==> src/rtl/data_packager_param.sv <==
// Symbol <-> word packager: the pack path gathers SYM_W-bit symbols into WORD_W-bit FIFO words with TLAST/flush, and the unpack path splits words back into symbols.
// Optional packet counter on port pkt_count, enabled by defining PACKAGER_STATS_EN.
module data_packager_param #(
    parameter int WORD_W    = 32,
    parameter int SYM_W     = 1,
    parameter int PKT_WORDS = 1,
    parameter int CNT_W     = 16
) (
    input  logic              clk,
    input  logic              rst,
    output logic              out_fifo_valid,
    output logic [WORD_W-1:0] out_fifo_data,
    input  logic              out_fifo_ready,
    output logic              out_fifo_last,
    input  logic              in_fifo_valid,
    input  logic [WORD_W-1:0] in_fifo_data,
    output logic              in_fifo_ready,
    output logic              out_valid,
    output logic [SYM_W-1:0]  out_data,
    input  logic              out_ready,
    input  logic              in_valid,
    input  logic [SYM_W-1:0]  in_data,
    output logic              in_ready,
    input  logic              flush
`ifdef PACKAGER_STATS_EN
    ,
    output logic [CNT_W-1:0]  pkt_count
`endif
);

    localparam int SPW    = WORD_W / SYM_W;
    localparam int SIDX_W = (SPW > 1) ? $clog2(SPW) : 1;
    localparam int WIDX_W = (PKT_WORDS > 1) ? $clog2(PKT_WORDS) : 1;
    localparam logic [SIDX_W-1:0] SIDX_LAST = SIDX_W'(SPW - 1);
    localparam logic [WIDX_W-1:0] WIDX_LAST = WIDX_W'(PKT_WORDS - 1);

    if (WORD_W % SYM_W != 0 || PKT_WORDS < 1 || CNT_W < 1) begin : g_cfg_err
        $error("data_packager_param: invalid parameter combination");
    end

    // Pack path state
    logic [WORD_W-1:0] acc_q, acc_d;
    logic [SIDX_W-1:0] sidx_q, sidx_d;
    logic [WIDX_W-1:0] widx_q, widx_d;
    logic [WORD_W-1:0] word_q, word_d;
    logic              word_valid_q, word_valid_d;
    logic              word_last_q, word_last_d;
    logic              flush_pend_q, flush_pend_d;
    logic              word_hs, out_free;

    // Unpack path state
    logic [WORD_W-1:0] hold_q, hold_d;
    logic              hold_valid_q, hold_valid_d;
    logic [SIDX_W-1:0] uidx_q, uidx_d;

    assign out_free       = !word_valid_q || out_fifo_ready;
    assign word_hs        = word_valid_q && out_fifo_ready;
    assign in_ready       = !flush_pend_q && out_free;
    assign out_fifo_valid = word_valid_q;
    assign out_fifo_data  = word_q;
    assign out_fifo_last  = word_last_q;

    assign out_valid     = hold_valid_q;
    assign out_data      = hold_q[uidx_q*SYM_W +: SYM_W];
    assign in_fifo_ready = !hold_valid_q || (out_ready && uidx_q == SIDX_LAST);

    always_comb begin
        // NOTE: every next-state value gets a default first, so no path can infer a latch.
        acc_d        = acc_q;
        sidx_d       = sidx_q;
        widx_d       = widx_q;
        word_d       = word_q;
        word_valid_d = word_valid_q;
        word_last_d  = word_last_q;
        flush_pend_d = flush_pend_q;

        if (word_hs) begin
            word_valid_d = 1'b0;
            widx_d       = (word_last_q || widx_q == WIDX_LAST) ? '0 : widx_q + 1'b1;
        end

        // A new word's last flag uses the index after this cycle's word handshake.
        if (in_valid && in_ready) begin
            acc_d[sidx_q*SYM_W +: SYM_W] = in_data;
            if (sidx_q == SIDX_LAST) begin
                word_d       = acc_d;
                word_valid_d = 1'b1;
                word_last_d  = (widx_d == WIDX_LAST);
                acc_d        = '0;
                sidx_d       = '0;
            end else begin
                sidx_d = sidx_q + 1'b1;
            end
        end else if (flush_pend_q && out_free) begin
            flush_pend_d = 1'b0;
            widx_d       = '0;
            if (sidx_q != '0) begin
                word_d       = acc_q;
                word_valid_d = 1'b1;
                word_last_d  = 1'b1;
                acc_d        = '0;
                sidx_d       = '0;
            end
        end

        if (flush) begin
            flush_pend_d = 1'b1;
        end
    end

    always_comb begin
        hold_d       = hold_q;
        hold_valid_d = hold_valid_q;
        uidx_d       = uidx_q;

        if (hold_valid_q && out_ready) begin
            if (uidx_q == SIDX_LAST) begin
                uidx_d       = '0;
                hold_valid_d = 1'b0;
            end else begin
                uidx_d = uidx_q + 1'b1;
            end
        end

        if (in_fifo_valid && in_fifo_ready) begin
            hold_d       = in_fifo_data;
            hold_valid_d = 1'b1;
            uidx_d       = '0;
        end
    end

    always_ff @(posedge clk) begin
        // NOTE: sequential state uses non-blocking assignments so all registers update together.
        if (rst) begin
            acc_q        <= '0;
            sidx_q       <= '0;
            widx_q       <= '0;
            word_q       <= '0;
            word_valid_q <= 1'b0;
            word_last_q  <= 1'b0;
            flush_pend_q <= 1'b0;
            hold_q       <= '0;
            hold_valid_q <= 1'b0;
            uidx_q       <= '0;
        end else begin
            acc_q        <= acc_d;
            sidx_q       <= sidx_d;
            widx_q       <= widx_d;
            word_q       <= word_d;
            word_valid_q <= word_valid_d;
            word_last_q  <= word_last_d;
            flush_pend_q <= flush_pend_d;
            hold_q       <= hold_d;
            hold_valid_q <= hold_valid_d;
            uidx_q       <= uidx_d;
        end
    end

`ifdef PACKAGER_STATS_EN
    logic [CNT_W-1:0] pkt_count_q;

    always_ff @(posedge clk) begin
        if (rst) begin
            pkt_count_q <= '0;
        end else if (word_hs && word_last_q) begin
            pkt_count_q <= pkt_count_q + 1'b1;
        end
    end

    assign pkt_count = pkt_count_q;
`endif

endmodule

==> config.mk <==
export PLATFORM = sky130hd
export DESIGN_NAME = data_packager_param
export DESIGN_NICKNAME = d
export VERILOG_FILES = /design/src/rtl/data_packager_param.sv
export SDC_FILE = /design/constraint.sdc
export NUM_CORES = 1
export LEC_CHECK = 0
export CAP_MARGIN = 20
export CORE_MARGIN = 2
export CORE_UTILIZATION = 30
export DETAILED_ROUTE_END_ITERATION = 8
export GPL_TIMING_DRIVEN = 0
export HOLD_SLACK_MARGIN = 0.12
export PLACE_DENSITY = 0.58
export SLEW_MARGIN = 20
export SYNTH_ARGS = -nofsm -noshare
export SYNTH_HDL_FRONTEND = slang
export SYNTH_SLANG_ARGS = --single-unit
==> constraint.sdc <==
create_clock -name clk -period 2.6 [get_ports clk]
set_input_delay 0.78 -clock clk [delete_from_list [all_inputs] [get_ports clk]]
set_output_delay 0.78 -clock clk [all_outputs]
set_load 0.005 [all_outputs]
==> After elaboration in Yosys (flattened, before gate mapping) <==
Cells that the tools add are included.
{ "totals": {"regBits": 111, "in_bits": 40, "out_inout_bits": 38, "wordCells": 80} }
{ "classes": {"addsub": 4, "eq_ne": 4, "shift": 3, "n_mux": 33, "bitwise": 2, "reduce_logical": 24} }
{ "op_table": {"columns": ["operator", "n"], "rows": [
  ["two-way mux 32 bit", 8],
  ["negation 5 -> 34 bit", 1],
  ["variable shift 1 x 34 -> 32 bit (first input constant)", 1],
  ["indexed part select 1 x 34 -> 32 bit", 1],
  ["bitwise mux 32 bit", 1],
  ["indexed part select 32 x 6 -> 1 bit", 1],
  ["two-way mux 5 bit", 5],
  ["two-way mux 1 bit", 19],
  ["adder 5 x 1 -> 5 bit (second input constant)", 2],
  ["== test 5 bit (second input constant)", 2],
  ["nonzero test 2 bit", 5],
  ["logical AND 1 bit", 7],
  ["AND reduction 2 bit", 3],
  ["nonzero test 5 bit", 1],
  ["logical NOT 1 bit", 3],
  ["logical OR 1 bit", 3],
  ["AND reduction 3 bit", 1],
  ["inequality test 2 x 1 -> 1 bit (second input constant)", 1],
  ["inequality test 2 bit (second input constant)", 1],
  ["NOT 1 bit", 2],
  ["OR reduction 2 bit", 1],
  ["adder 1 bit (second input constant)", 1]
]} }

==> Logic depth before layout (Yosys ltp) <==
{ "depth": {"ltp_word": 7, "depth_mapped": 12, "ltp_nobuf": 9} }

==> Worst setup path after synthesis <==
Ideal clock, no wire load.
{ "synth_timing": {"kind": "reg2reg", "start": "reg sidx_q[0]", "end": "reg word_q[14] (netlist: out_fifo_data[14])", "setup_time_ns": 0.122, "arrival_time_ns": 2.675, "required_ns": 2.478, "setup_slack_ns": -0.197, "stages_incl_launch_ff": 13, "path_buffers": 3, "synth_period_minus_slack_ns": 2.797, "path_cell_list": "dfxtp_1 > clkbuf_1 > inv_1 > ha_1 > nor3b_1 > ha_1 > buf_1 > o311a_1 > a31oi_1 > clkbuf_1 > nor4_1 > nor2_1 > a221o_1"} }
{ "synth_between": {"elab_chain_len": 5, "elab_cells_between_ends": 11, "classes_between": "1 x add/sub; 2 x eq/ne; 2 x shift; 3 x mux; 3 x reduce/logical"} }
{ "synth_rtl": {"columns": ["element", "line", "source"], "rows": [
  ["start, declared", "43", "logic [SIDX_W-1:0] sidx_q, sidx_d;"],
  ["start signal, assigned", "147", "sidx_q <= sidx_d;"],
  ["negation 5 -> 34 bit", "84", "acc_d[sidx_q*SYM_W +: SYM_W] = in_data;"],
  ["indexed part select 1 x 34 -> 32 bit / variable shift 1 x 34 -> 32 bit (equally long branches)", "84", null],
  ["bitwise mux 32 bit", "84", null],
  ["two-way mux 32 bit", "85", "if (sidx_q == SIDX_LAST) begin"],
  ["two-way mux 32 bit", "83", "if (in_valid && in_ready) begin"],
  ["end signal, assigned", "149", "word_q <= word_d;"],
  ["end, declared", "45", "logic [WORD_W-1:0] word_q, word_d;"]
]} }
Parallel ways exist; a longest one is shown, timed or not. The select of a mux whose other input is x is not followed.
A chain may end at the register's enable or synchronous reset.

==> Worst setup path after layout <==
{ "layout_timing": {"start": "reg uidx_q[0]", "end": "out out_data"} }
{ "layout_between": {"elab_chain_len": 1} }
{ "layout_rtl": {"columns": ["element", "line", "source"], "rows": [
  ["start, declared", "54", "logic [SIDX_W-1:0] uidx_q, uidx_d;"],
  ["start signal, assigned", "155", "uidx_q <= uidx_d;"],
  ["indexed part select 32 x 6 -> 1 bit", "64", "assign out_data = hold_q[uidx_q*SYM_W +: SYM_W];"],
  ["end, declared", "19", "output logic [SYM_W-1:0] out_data,"]
]} }
Every way passes these cells.

==> run metrics <==
Final Wtd Congestion ~0.88; clock sinks between 100 and 150; CP max FO 4; power per cell area 522 nW/µm²; min Tclk post-route between 2 and 3 ns; Worst IR Drop VDD approximately 0.35 mV; XOR/XNOR Fraction of Synth Area less than 1%; most frequent cells in the layout 107 x nand2_1, 106 x dfxtp_1, 74 x clkdlybuf4s50_1; initial antenna violation count 0; Tcrit/Tclk final 100%; commonest non-fill, non-tap cell in the layout nand2_1; detailed-route vias per instance 5.36; worst-margin pin slew ~0.86 ns; FP Rows between 40 and 50; Pleak 2.52 nW; drt pass-1 iters 4; largest family of logic cells by synthesized area compound AO/OA/AOI/OAI gates; IO Pins between 70 and 80; Critical Path Start Type flip-flop; Starting DRT DRC Count 376; height of the die between 100 and 150 µm; EDFF count, synth 0; slowest stage cell, crit path mux4_2; layout cells sized above 1 between 15 and 20%; min-delay worst type flip-flop to flip-flop; Core ar. 17100 µm²; Mapped Cells roughly 620; Setup violations, final 1; count of different cell masters after synthesis 56; status complete, but fails checks; CTS tree yes; routing usage on met2 around 30%; violated checks setup timing; Worst-path clk slew about 0.070 ns; antenna violation net count after detailed routing 0; largest net degree at the start of global routing 18; worst-path cell chain mux4_2 -> mux2_4 -> nand3_2 -> nand4_1 -> buf_2; P&R area growth vs syn 38.8%; Congestion Overflow GR 0; Final Hold Vio Count 0; wire per inst 17.8 µm; fillers between 1500 and 2000; Syn. warnings 0; non-filler instance count after layout between 900 and 1000; Data arrival, critical path between 1.5 and 2 ns; Fmax achieved between 0.3 and 0.4 GHz; register area share after synthesis a little over two fifths; met3 Usage GRT under 10%; cell family with most CP delay multiplexers; Mean Syn Cell Area approximately 8.3 µm²; multi-input logic area between 3000 and 4000 µm²; Storage cell area 2240 µm²; Starting Density between 30% and 40%; FF+latch count, synth around 110; nets@finish ~780; # Max-Cap Violations 0; Syn Std Cell Area roughly 5200 µm²; Clock Skew slightly below 0.009 ns; Die Width around 140 µm; first-pass GRT wire length 26600 µm; Cells after DPL between 900 and 1000; vias 5144; Total Routing Usage GR between 10% and 20%; Synth Area in Simple Gates between 20% and 30%; met1 Track Usage GR approximately 25%; hold-fix buffer count after cts 0; port buffer count between 70 and 80; critical path type flip-flop to primary output; latest clock arrival within the worst-skew pair approximately 0.36 ns; Synth Area in Compound Gates approximately a quarter; antenna cell count 0; # DRC 0; worst setup margin -0.00142 ns; ys async rst share 0%; Pwr Total about 0.0038 W; Die Area roughly 18000 µm²; cts bufs inserted 9; Crit path required time between 1.5 and 2 ns; post-route core utilization approximately 42%; Main synth FF type dfxtp_1; multiplexer share of the synthesized area around 3.8%; vias in the first global route around 5000; RSZ-0062 raised after global routing yes; busiest grt layer met2; fin. max-slew vios 0; CTS Root Cell clkbuf_16; clk buf depth 2; CP Capture Type primary output; Synth Area in Adders under 10%; Detailed Route WL roughly 17000 µm; htree depth 3; max incr delay on CP around 0.5 ns; Buf/Inv on CP 1; DPL Wire Length 11800 µm; slew margin rel. a little over two fifths; Synth Net Count 670
## cells in the mapped netlist (2+ instances only)
library cell  instances  area (µm²)
a211o_1               2        17.5
o211ai_1             21         158
nor4_1                5        31.3
a211oi_1              5        37.5
a311oi_1              2        17.5
a221o_1              12         120
xnor2_1               2        17.5
dfxtp_1             111        2220
a22o_1                4        35.0
nand2_1             108         405
nor2_1               37         139
o21ai_0              36         180
nor2b_1              14        87.6
o32ai_1               2        17.5
mux2_2                2        22.5
a31oi_1               3        18.8
and2_1                5        31.3
and3_1                7        43.8
ha_1                  6        75.1
a32oi_1               5        43.8
and3b_1               2        17.5
nand3b_1              3        22.5
a2111oi_0             4        35.0
a32o_1                3        30.0
nand4_1              10        62.6
o31ai_1               2        15.0
nor3_1               17        85.1
inv_1                 5        18.8
o211a_1               7        70.1
clkbuf_1             40         150
buf_1                 4        15.0
mux2i_1              13         130
nand3_1              27         135
mux4_2                2        45.0
or4b_2                2        20.0
a221oi_1              2        17.5
buf_2                 2        10.0
nor3b_1               5        37.5
nand2b_1              5        31.3
a21oi_1              48         240
or4_1                 2        15.0
o311ai_0             15         131
xor2_1                2        17.5
## sequential cells by signal (all words and copies together), names as in the netlist
name and count:
acc_q 32, flush_pend_q 1, hold_q 32, out_fifo_data 32, out_fifo_last 1, out_fifo_valid 1
out_valid 1, sidx_q 5, uidx_q 5, widx_q 1
## layout make-up
cell class,instances,share of cell area [%]
Multi-Input combinational cell,462,43.6
Sequential cell,111,31.0
Timing Repair Buffer,97,12.7
Buffer,43,4.19
Tap cell,225,3.90
Clock buffer,10,3.17
Clock inverter,6,1.18
Inverter,5,0.260
## power breakdown
group | leakage [nW] | internal, W | switching, W
Clock | 0.148 | 0.000842 | 0.000646
Combinational | 1.47 | 0.000206 | 0.000316
Sequential | 0.903 | 0.00173 | 0.0000228
Total | 2.52 | 0.00278 | 0.000985
## layer usage
layer / wire length (µm) / share of wire, %
met3: 1140 / 6.6
met4: 486 / 2.8
met1: 7760 / 45
met5: 0 / 0
met2: 7720 / 45
## final timing paths
path | slack, ns | from | to | depth (start not counted)
worst min register to register | 0.45 | widx_q | widx_q | 1
worst max-delay path | -0.001 | uidx_q[0] | out_data | 5
worst max register to register | 0.08 | sidx_q[0] | acc_q[21] | 10
worst min-delay path | 0.45 | widx_q | widx_q | 1
## per-stage QoR
step	hold WS [ns]	setup WS (ns)	instance area, µm²	setup TNS [ns]
2_1_floorplan	0.425	0.00298	5230	0
3_3_place_gp	0.436	-0.830	6280	-41.95
3_5_place_dp	0.439	-0.860	6290	-44.60
4_1_cts	0.448	-0.134	7080	-0.134
5_1_grt	0.468	-0.0603	7220	-0.355
6_report	0.448	-0.00142	7220	-0.00142
## worst reg2reg max path, cell delays in order (launching register included)
cell and delay [ns]:
dfxtp_4 0.35, clkbuf_8 0.16, inv_1 0.09, ha_4 0.13, buf_4 0.15, or4b_2 0.61, buf_2 0.20, and3_1 0.28
nand2_1 0.13, nor2_1 0.10, a22o_1 0.25
## timing repair
action                                  4_1_cts  5_1_grt
buffers inserted                             11        6
endpoints found under the setup margin      100       88
pin swaps                                     7        5
gates resized for setup                      95       40
gates cloned                                  3        0
## cells by family (layout without fill, tap and decap cells)
kind of cell / Yosys count / count (layout)
buffers and inverters: 51 / 161
DFF: 111 / 111
adders and majority gates: 6 / 6
AOI/OAI and AO/OA: 181 / 181
xor gates and xnor gates: 4 / 4
muxes: 17 / 17
and+or+nand+nor: 254 / 254
(Power assumes the default switching activity.)
==> patch (config.mk and constraints unchanged) <==
Build with the macro `PACKAGER_STATS_EN` defined.
--- a/src/rtl/data_packager_param.sv
+++ b/src/rtl/data_packager_param.sv
@@ -1,5 +1,7 @@
 // Symbol <-> word packager: the pack path gathers SYM_W-bit symbols into WORD_W-bit FIFO words with TLAST/flush, and the unpack path splits words back into symbols.
 // Optional packet counter on port pkt_count, enabled by defining PACKAGER_STATS_EN.
+`define PACKAGER_STATS_EN
+
 module data_packager_param #(
     parameter int WORD_W    = 32,
     parameter int SYM_W     = 1,
Check against the original RTL (old outputs only; new: pkt_count): equivalent (Yosys induction, for registers that start in step).
==> patch against the original RTL <==
  * The flow still finishes with violations (setup timing)
  * Sequential cell count is 16 higher
  * Non-clock buffer count is 12 higher
  * Synthesized area is 17% higher
  * Cell area is 16% higher
  * Register-to-register slack better by 0.02 ns
  * Global-route usage is 1.0 points lower
  * Fmax is 13% lower
  * Routed wire length is 12% higher
  * Power is 36% higher
  * Combinational power hardly changed
  * Die area is 16% higher
  * Utilization is 0.53 points lower
  * Setup slack worse by 0.40 ns
  * Critical endpoint unchanged
  * Highest routed layer unchanged
==> patch: results (changes against the original RTL) <==
** Clocking
- Clock latency at the later pin of the worst-skew pair :: 0.42 ns (was 0.36 ns)
- The total of cells resized after clock tree synthesis was 55 (was 95).

** Finish
- Ratio of cells with drive above 1 in the final layout :: 15.3% (was 16.1%)
- The count of nets after finishing was 882 (was 775).

** Route
- Detailed-router iteration count before antenna repair :: 5 (was 4)
- The wire length per cell after detailed routing is 17.1 um (was 17.8 um).
- The total via count in the routed design was 5818 (was 5144).
- The DRC marker count from the first detailed-route iteration came to 430 (was 376).
- The amount of wire on met3 after detailed routing came to 1.31 mm (was 1.14 mm).

** Pwr
- Net switching power :: 1.26 mW (was 0.985 mW)
- Leakage :: 2.85 nW (was 2.52 nW)
- The register share of total power is 39.2% (was 46.6%).
- The power in sequential cells came to 2.01 mW (was 1.76 mW).

** Status
- Outcome :: finished, violations left (unchanged)
- Violated checks :: setup timing (unchanged)

** Global routing
- Wire length of the first global-routing pass :: 30.0 mm (was 26.6 mm)
- The fraction of met2 tracks used by global routing came to 27.0% (was 29.9%).
- Global routing usage on met3 :: 4.63% (was 4.04%)
- Met1 GRT Util :: 24.5% (about the same)
- The largest net degree at the start of global routing came to 17 (was 18).

** Logic synthesis
- The number of nets produced by synthesis is 758 (was 670).
- Fraction of synthesized cell area in xor and xnor cells :: 2.29% (was 0.674%)

** Placed design
- Final Wtd Congestion :: 0.869 (was 0.878)
- The estimated wirelength of the detail-placed design came to 13.2 mm (was 11.8 mm).
- The post-place instance area was 0.00735 mm^2 (was 0.00629 mm^2).

** STA
- Final worst slack :: -0.397 ns (was -0.00142 ns)
- The number of endpoints failing setup at the final stage came to 2 (was 1).
patch: changes by cell type in the layout (fill, tap and decap cells not counted), moves of 15 or more:
cell,before,now
sky130_fd_sc_hd__o221ai_1,0,19
sky130_fd_sc_hd__o21ai_0,36,21
sky130_fd_sc_hd__a22oi_1,1,29
sky130_fd_sc_hd__nand3_1,26,44
sky130_fd_sc_hd__clkdlybuf4s50_1,74,90
sky130_fd_sc_hd__inv_1,4,23
sky130_fd_sc_hd__o22ai_1,0,16
sky130_fd_sc_hd__dfxtp_1,106,123
patch: cell type report:
class / count / area [um^2] / share of cell area [%]
multi-input combinational: 513 / 3380 / 40.5
sequential: 127 / 2550 / 30.6
timing repair buffer: 107 / 1050 / 12.6
clock buffer: 19 / 453 / 5.43
tap: 270 / 338 / 4.05
buffer: 45 / 292 / 3.49
clock inverter: 13 / 186 / 2.23
inverter: 24 / 90.1 / 1.08
